$ cat src/rtl/add.sv
// Registered signed two's-complement adder.
//
// Adds two dim-bit signed operands and registers the dim-bit result together
// with a signed-overflow flag. On overflow the result either wraps modulo
// 2^dim (SATURATE=0) or clamps to the signed min/max (SATURATE=1). With
// PIPE=2 the carry chain is split across two registers: the lower half and
// its carry-out are registered first, then the upper half is completed.
//
// Parameters:
//   dim      operand/result width, 2..64
//   PIPE     latency in cycles, 1 or 2 (any value other than 1 builds the
//            two-stage version)
//   SATURATE 0 = wrap, 1 = clamp on overflow
//
// Ports:
//   clk  system clock, rising edge
//   rst  synchronous reset, active-high; clears every register
//   a    operand A, signed
//   b    operand B, signed
//   sum  registered result, signed
//   ovf  registered signed-overflow flag, aligned with sum
module add #(
  parameter int dim      = 14,
  parameter int PIPE     = 1,
  parameter int SATURATE = 0
) (
  input  logic                  clk,
  input  logic                  rst,
  input  logic signed [dim-1:0] a,
  input  logic signed [dim-1:0] b,
  output logic signed [dim-1:0] sum,
  output logic                  ovf
);

  localparam logic signed [dim-1:0] MAX_V = {1'b0, {(dim-1){1'b1}}};
  localparam logic signed [dim-1:0] MIN_V = {1'b1, {(dim-1){1'b0}}};

  // Same-sign operands whose truncated result flips sign have overflowed.
  function automatic logic ovf_fn(input logic sa, input logic sb, input logic sr);
    return (sa == sb) && (sr != sa);
  endfunction

  // On overflow both operands share a's sign, so a's sign picks the rail.
  function automatic logic signed [dim-1:0] sat_fn(
    input logic signed [dim-1:0] wrapped,
    input logic                  sa,
    input logic                  ov
  );
    if ((SATURATE != 0) && ov)
      return sa ? MIN_V : MAX_V;
    return wrapped;
  endfunction

  generate
    if (PIPE == 1) begin : g_pipe1
      logic signed [dim-1:0] wrap_p0;
      logic                  ovf_p0;

      assign wrap_p0 = a + b;
      assign ovf_p0  = ovf_fn(a[dim-1], b[dim-1], wrap_p0[dim-1]);

      // ---- stage p0 -> output register ----
      always_ff @(posedge clk) begin
        if (rst) begin
          sum <= '0;
          ovf <= 1'b0;
        end else begin
          sum <= sat_fn(wrap_p0, a[dim-1], ovf_p0);
          ovf <= ovf_p0;
        end
      end
    end else begin : g_pipe2
      localparam int LO = (dim + 1) / 2;
      localparam int HI = dim - LO;

      logic [LO:0]   lo_p0;
      logic [LO-1:0] lo_p1;
      logic          cy_p1;
      logic [HI-1:0] ahi_p1;
      logic [HI-1:0] bhi_p1;
      logic [HI-1:0] hi_p1;
      logic signed [dim-1:0] wrap_p1;
      logic                  ovf_p1;

      // Lower half computed one bit wider so its carry-out is captured.
      assign lo_p0 = {1'b0, a[LO-1:0]} + {1'b0, b[LO-1:0]};

      // ---- stage p0 -> p1: lower partial sum, carry, upper operand halves ----
      always_ff @(posedge clk) begin
        if (rst) begin
          lo_p1  <= '0;
          cy_p1  <= 1'b0;
          ahi_p1 <= '0;
          bhi_p1 <= '0;
        end else begin
          lo_p1  <= lo_p0[LO-1:0];
          cy_p1  <= lo_p0[LO];
          ahi_p1 <= a[dim-1:LO];
          bhi_p1 <= b[dim-1:LO];
        end
      end

      assign hi_p1   = ahi_p1 + bhi_p1 + HI'(cy_p1);
      assign wrap_p1 = {hi_p1, lo_p1};
      assign ovf_p1  = ovf_fn(ahi_p1[HI-1], bhi_p1[HI-1], hi_p1[HI-1]);

      // ---- stage p1 -> output register: upper half, overflow, saturation ----
      always_ff @(posedge clk) begin
        if (rst) begin
          sum <= '0;
          ovf <= 1'b0;
        end else begin
          sum <= sat_fn(wrap_p1, ahi_p1[HI-1], ovf_p1);
          ovf <= ovf_p1;
        end
      end
    end
  endgenerate

endmodule

$ cat config.mk
export PLATFORM = sky130hd
export DESIGN_NAME = add
export DESIGN_NICKNAME = d
export VERILOG_FILES = /design/src/rtl/add.sv
export SDC_FILE = /design/constraint.sdc
export NUM_CORES = 1
export LEC_CHECK = 0
export CAP_MARGIN = 15
export CORE_MARGIN = 2
export CORE_UTILIZATION = 37
export DETAILED_ROUTE_END_ITERATION = 10
export PLACE_DENSITY = 0.85
export REMOVE_ABC_BUFFERS = 1
export SLEW_MARGIN = 20
export SYNTH_ARGS = -nofsm -noshare
export SYNTH_HDL_FRONTEND = slang
export SYNTH_SLANG_ARGS = --single-unit
$ cat constraint.sdc
create_clock -name clk -period 1.9 [get_ports clk]
set_input_delay 0.38 -clock clk [delete_from_list [all_inputs] [get_ports clk]]
set_output_delay 0.38 -clock clk [all_outputs]
set_load 0.02 [all_outputs]
==> results of run 1 <==
[power groups by stage]
stage | logic (mW) | clock network, mW | registers (mW)
after CTS | 0.573 | 0.175 | 0.365
after global placement | 0.502 | 0 | 0.371
after detailed placement | 0.516 | 0 | 0.372
after floorplan | 0.207 | 0 | 0.425
final | 0.627 | 0.171 | 0.364
after global routing | 0.669 | 0.184 | 0.368
[placed cells by master (no fill, tap or decap), types with 3 or more instances in the layout]
cell type and instances:
dlymetal6s2s_1 5, nor2b_1 5, nand2_1 6, buf_4 33
dlygate4sd2_1 13, clkdlybuf4s50_1 24, dfxtp_1 15, nor2_1 13
a21oi_4 3, xor2_1 3, clkbuf_4 3, inv_1 4
xnor2_1 5, ha_4 9, a21oi_1 4, buf_6 4
[worst paths after layout]
path	slack, ns	cells after the start	to
worst max-delay path	0.0006	7	sum[13]
worst min-delay path	0.48	3	sum[0]
[tightest hold or removal path, cell delays in order]
cell	delay (ns)
clkbuf_2	0.08
ha_2	0.13
nor2b_1	0.12
[cell families (layout without fill, tap and decap cells)]
family / Yosys count / after routing / synth area share, %
compound gates: 26 / 26 / 21.6
simple gates: 39 / 39 / 18.8
flops: 15 / 15 / 28.4
buf+inv: 6 / 89 / 2.13
xor+xnor: 9 / 9 / 7.45
fa+ha+maj: 14 / 14 / 17.3
mux: 4 / 4 / 4.37
[per-stage QoR]
stage               TNS (ns)  worst slack (ns)  area, µm²
floorplan             -0.107           -0.0608       1050
global placement       -4.26            -0.568       1750
detailed placement     -4.69            -0.614       1750
CTS                        0           0.00888       1960
global route         -0.0364           -0.0143       2030
finish                     0          0.000610       2030
[layout make-up]
cell class,instances,share of cell area [%]
clock buffer,4,1.29
inverter,4,0.739
timing repair buffer,81,35.4
tap,31,1.91
multi-input combinational,92,45.8
sequential,15,14.8
[timing repair]
action / 4_1_cts / 5_1_grt
setup endpoints to repair: 9 / 8
setup buffers: 6 / 2
resized for setup: 40 / 15
pin swaps: 23 / 12
[per-layer routing]
metal | vias to the layer above | wire, µm | GRT usage, %
li1 | 578 | - | -
met3 | 7 | 204 | 1.36
met2 | 49 | 1810 | 37.8
met4 | 0 | 81 | 11.6
met1 | 593 | 1390 | 21.9
met5 | - | 0 | 0
[sequential cells by signal, summed over array words and instances (netlist names)]
name,count
ovf,1
sum,14
==> parameters.txt, run 1 <==
Parameter                              Value

Run status
  Result of the run ... finished clean

Synthesis
  Async set-or-reset flop fraction in the synthesized netlist ... 0%
  Primary FF master, synth ... dfxtp_1
  Post-synth top cells ... dfxtp_1, nor2_1, ha_1
  Cell type with the largest total area after synthesis ... dfxtp_1
  Post-Synthesis Mean Instance Area ... 9.37 µm²
  Cells after synthesis ... 113
  Count of warnings emitted by yosys ... 0
  Number of enable flip-flop cells after synthesis ... 0
  Post-synth design cell area ... 1060 µm²
  Area share of the largest cell type after synthesis ... 28.4%
  Portion of the post-synthesis area used by sequential elements ... 28.4%
  Largest cells by area after synthesis ... dfxtp_1, ha_1, nor2_1, xnor2_1, xor2_1
  Distinct cell type count after synthesis ... 42
  Number of storage elements in the synthesis netlist ... 15

Power and ir drop
  Ratio of total power to cell area ... 572 nW/µm²
  Sw frac ... 33.3%
  Power share of the sequential group ... 31.3%
  Maximum resistive drop on vdd ... 0.549 mV
  Clock share of power ... 14.7%
  Total power after layout ... 1.16 mW
  Total internal power ... 775 µW
  Combinational group share of total power ... 54.0%
  Net switching power figure ... 387 µW
  Leak pwr ... 0.885 nW

Clock network
  Hold-fix buffers, CTS ... 0
  Maximum clock path buffer count ... 2
  H-tree depth reported by CTS ... 1
  CTS root buffer ... clkbuf_4
  Clock tree from TritonCTS ... done
  Number of buffers created by CTS ... 3
  Clock transition at path regs ... 0.08 ns
  Total number of clock tree sinks ... 15

Drt
  Remaining design rule violation count ... 0
  Routed via count divided by cell count ... 5.41
  TritonRoute pass-1 iters ... 4
  Number of routed nets with antenna violations ... 0
  Detailed router's first-iteration violation count ... 47
  Via Count ... 1227
  Average wire per standard cell ... 15.3 µm
  Total Wirelength ... 3480 µm

Setup path
  Cell chain of the critical path ... clkdlybuf4s50_1, ha_1, a21oi_2, o21ai_4, a2111oi_4, a21oi_4, mux2_4
  Slowest library cell on the worst path ... clkdlybuf4s50_1
  Source of the critical timing path ... a[5]
  Type of element capturing the critical path ... flop
  Data required time of the critical path ... 2.07 ns
  Worst path arrival time ... 2.07 ns
  Maximum single-stage delay on the critical path ... 0.41 ns
  Element type at the critical path start ... input port
  Buffers and inverters on the worst path ... 1
  Critical path class ... input port to flop
  Dominant delay contributor by cell family on the critical path ... compound AO/OA/AOI/OAI gates
  Highest fanout seen on the critical path ... 4

STA
  Worst-case hold slack ... 0.479 ns
  F_max ... 526 MHz
  Slew of the pin with the lowest slew margin ... 0.373 ns
  Final critical delay including setup and external delays ... 1.90 ns
  Max_slew headroom ... 75.1%
  Slew Viols, Final ... 0
  Final number of hold-violating endpoints ... 0
  Endpoints failing setup ... 0
  Final Cycle Share ... 100%

Global routing
  Wire length of the first global-routing pass ... 5220 µm
  Number of global-route vias before repair ... 1230
  Pin count of the biggest net entering global routing ... 13
  Aggregate global routing overflow ... 0
  Global-route usage over all layers ... 20.1%
  Antenna violations before repair ... 0

Finish
  Combined flip-flop and latch cell area ... 300 µm²
  Synth-to-Final Area Change ... 91.8%
  Core utilization of the finished layout ... 74.3%
  Number of nets in the layout ... 241
  Count of antenna diodes in the layout ... 0
  Layout cell share with drive strength beyond 1 ... 37.2%
  Footprint of the multi-input gates ... 931 µm²
  Count of non-filler cells in the finished layout ... 227
  Final-layout fill cell count ... 178

Placement
  Post-detail-place hpwl ... 2070 µm
  Port-buffer cells ... 44
  Post-Place Cells ... 215
  Final estimated routing congestion in global placement ... 0.783

Die
  I/O pin count ... 45
  Vertical die dimension ... 57.5 µm
  Initial standard-cell utilization of the core ... 38.7%
  Floorplan die width ... 57.5 µm
  Die outline area ... 3300 µm²
  Core Box Area ... 2730 µm²
  Number of rows created at floorplan ... 19

Worst hold path
  Worst min path class ... input port to flop
  Worst Min Path Start ... b[0]

Flow run
  Number of max-cap violations ... 0
No activity file was read; power rests on OpenSTA's default activity.
==> run 2: changes to the inputs <==
--- a/config.mk
+++ b/config.mk
@@ -8,6 +8,7 @@
 export CAP_MARGIN = 15
 export CORE_MARGIN = 2
 export CORE_UTILIZATION = 37
+export CTS_CLUSTER_DIAMETER = 30
 export DETAILED_ROUTE_END_ITERATION = 10
 export PLACE_DENSITY = 0.85
 export REMOVE_ABC_BUFFERS = 1
==> results of run 2 <==
The final DEF is identical to that of run 1; final timing and power are the same.
==> run 3: changes to the inputs <==
--- a/config.mk
+++ b/config.mk
@@ -7,10 +7,11 @@
 export LEC_CHECK = 0
 export CAP_MARGIN = 15
 export CORE_MARGIN = 2
-export CORE_UTILIZATION = 37
+export CORE_UTILIZATION = 38
 export CTS_CLUSTER_DIAMETER = 30
 export DETAILED_ROUTE_END_ITERATION = 10
-export PLACE_DENSITY = 0.85
+export GPL_ROUTABILITY_DRIVEN = 0
+export PLACE_DENSITY = 0.72
 export REMOVE_ABC_BUFFERS = 1
 export SLEW_MARGIN = 20
 export SYNTH_ARGS = -nofsm -noshare
==> parameters.txt, run 3 (same netlist as run 1, synthesis figures left out) <==
Parameter                              Value

Setup path
  Cell chain of the critical path ... dlygate4sd2_1, ha_4, a21o_1, a31o_1, buf_4, o211ai_1, a21boi_1, nor3b_1
  Highest fanout seen on the critical path ... 2
  Source of the critical timing path ... b[4]
  Critical path capture point ... sum[7]
  Slowest library cell on the worst path ... dlygate4sd2_1
  Type of element capturing the critical path ... flop
  Element type at the critical path start ... input port
  Critical path class ... input port to flop
  Data required time of the critical path ... 2.09 ns
  Worst path arrival time ... 2.09 ns
  Maximum single-stage delay on the critical path ... 0.26 ns

Drt
  Detailed router's first-iteration violation count ... 23
  Total Wirelength ... 3280 µm
  Average wire per standard cell ... 14.4 µm
  TritonRoute pass-1 iters ... 4
  Number of routed nets with antenna violations ... 0
  Routed via count divided by cell count ... 5.14
  Remaining design rule violation count ... 0
  Via Count ... 1171

STA
  Max_slew headroom ... 72.8%
  Final critical delay including setup and external delays ... 1.90 ns
  Sum of negative setup slack ... -0.00201 ns
  Post-route worst setup slack ... -0.00201 ns
  Worst-case hold slack ... 0.479 ns
  Final number of hold-violating endpoints ... 0
  F_max ... 526 MHz
  Slew of the pin with the lowest slew margin ... 0.406 ns
  Slew Viols, Final ... 0
  Endpoints failing setup ... 1
  Final Cycle Share ... 100%

Placement
  Worst-case setup slack after placement ... -0.647 ns
  Post-detail-place hpwl ... 2160 µm
  Port-buffer cells ... 44
  Post-Place Cells ... 215

Finish
  Count of non-filler cells in the finished layout ... 228
  Largest register by flop count ... sum
  Leading cell type in the layout, fill and taps excluded ... buf_4
  Synth-to-Final Area Change ... 95.5%
  Layout cell share with drive strength beyond 1 ... 38.1%
  Number of nets in the layout ... 242
  Count of antenna diodes in the layout ... 0
  Number of flip-flops in the largest register ... 14
  Registers with the most flip-flops ... sum (14), ovf (1)
  Commonest cells after routing, fill and taps aside ... buf_4, clkdlybuf4s50_1, dfxtp_1

Clock network
  Maximum clock path buffer count ... 2
  Total number of clock tree sinks ... 15
  Hold-fix buffers, CTS ... 0
  H-tree depth reported by CTS ... 1
  Number of buffers created by CTS ... 3
  CTS root buffer ... clkbuf_4
  Clock tree from TritonCTS ... done
  Clock transition at path regs ... 0.09 ns

Die
  I/O pin count ... 45
  Die outline area ... 3220 µm²
  Core Box Area ... 2710 µm²
  Number of rows created at floorplan ... 19
  Vertical die dimension ... 56.8 µm
  Initial standard-cell utilization of the core ... 39.1%
  Floorplan die width ... 56.8 µm

Global routing
  Antenna violations before repair ... 0
  Global-route usage over all layers ... 18.4%
  Number of global-route vias before repair ... 1051
  Wire length of the first global-routing pass ... 4670 µm
  Pin count of the biggest net entering global routing ... 13
  Aggregate global routing overflow ... 0

Run status
  Violations in the final reports ... negative setup slack
  Result of the run ... finished with violations

Flow run
  Number of max-cap violations ... 0

Power and ir drop
  Maximum resistive drop on vdd ... 0.539 mV
  Total power after layout ... 1.16 mW
  Leak pwr ... 0.947 nW
  Ratio of total power to cell area ... 563 nW/µm²

Worst hold path
  Worst min path class ... input port to flop
-- run 3: worst min-delay path by stage --
stage,from,endpoint,cells after the start
global route,b[0],sum[0],3
finish,b[0],sum[0],3
detailed placement,b[13],ovf,3
floorplan,rst,sum[0],1
global placement,b[13],ovf,3
CTS,a[0],sum[0],3
-- run 3: cell type report --
class | count | area, µm²
clock buffers | 4 | 26.3
fillers | 188 | 641
inverters | 4 | 15.0
multi-input cells | 92 | 937
flip-flops and latches | 15 | 300
well taps | 31 | 38.8
repair buffers | 82 | 752
-- run 3: power breakdown --
group          leakage (nW)  switching, mW  internal [mW]
Clock                0.0150         0.0966         0.0813
Sequential            0.125        0.00947          0.355
Combinational         0.807          0.280          0.343
-- run 3: what timing repair did --
| action | CTS | global route |
|---|---|---|
| gates resized for setup | 19 | 38 |
| endpoints found under the setup margin | 8 | 8 |
| gates cloned | 0 | 0 |
| pin swaps | 16 | 26 |
| setup buffers | 4 | 5 |
-- run 3: through the flow --
step / util [%] / instance area [µm²]
global route: 76.4 / 2070
finish: 76.4 / 2070
detailed placement: 64.5 / 1750
floorplan: - / 1050
global placement: 64.5 / 1750
CTS: 68.8 / 1870
-- run 3: worst max-delay path, delay by kind of cell --
family / cells / cell delay, ns
compound gates: 4 / 0.83
simple gates: 1 / 0.26
buf+inv: 2 / 0.40
fa+ha+maj: 1 / 0.22
-- run 3: per-layer routing --
metal  track usage [%]  share of wire (%)  vias up
li1                  -                  -      575
met1              22.7                 42      550
met2              31.6                 51       38
met3              2.76                3.9        8
met4              7.64                3.1        0
met5                 0                  0        -
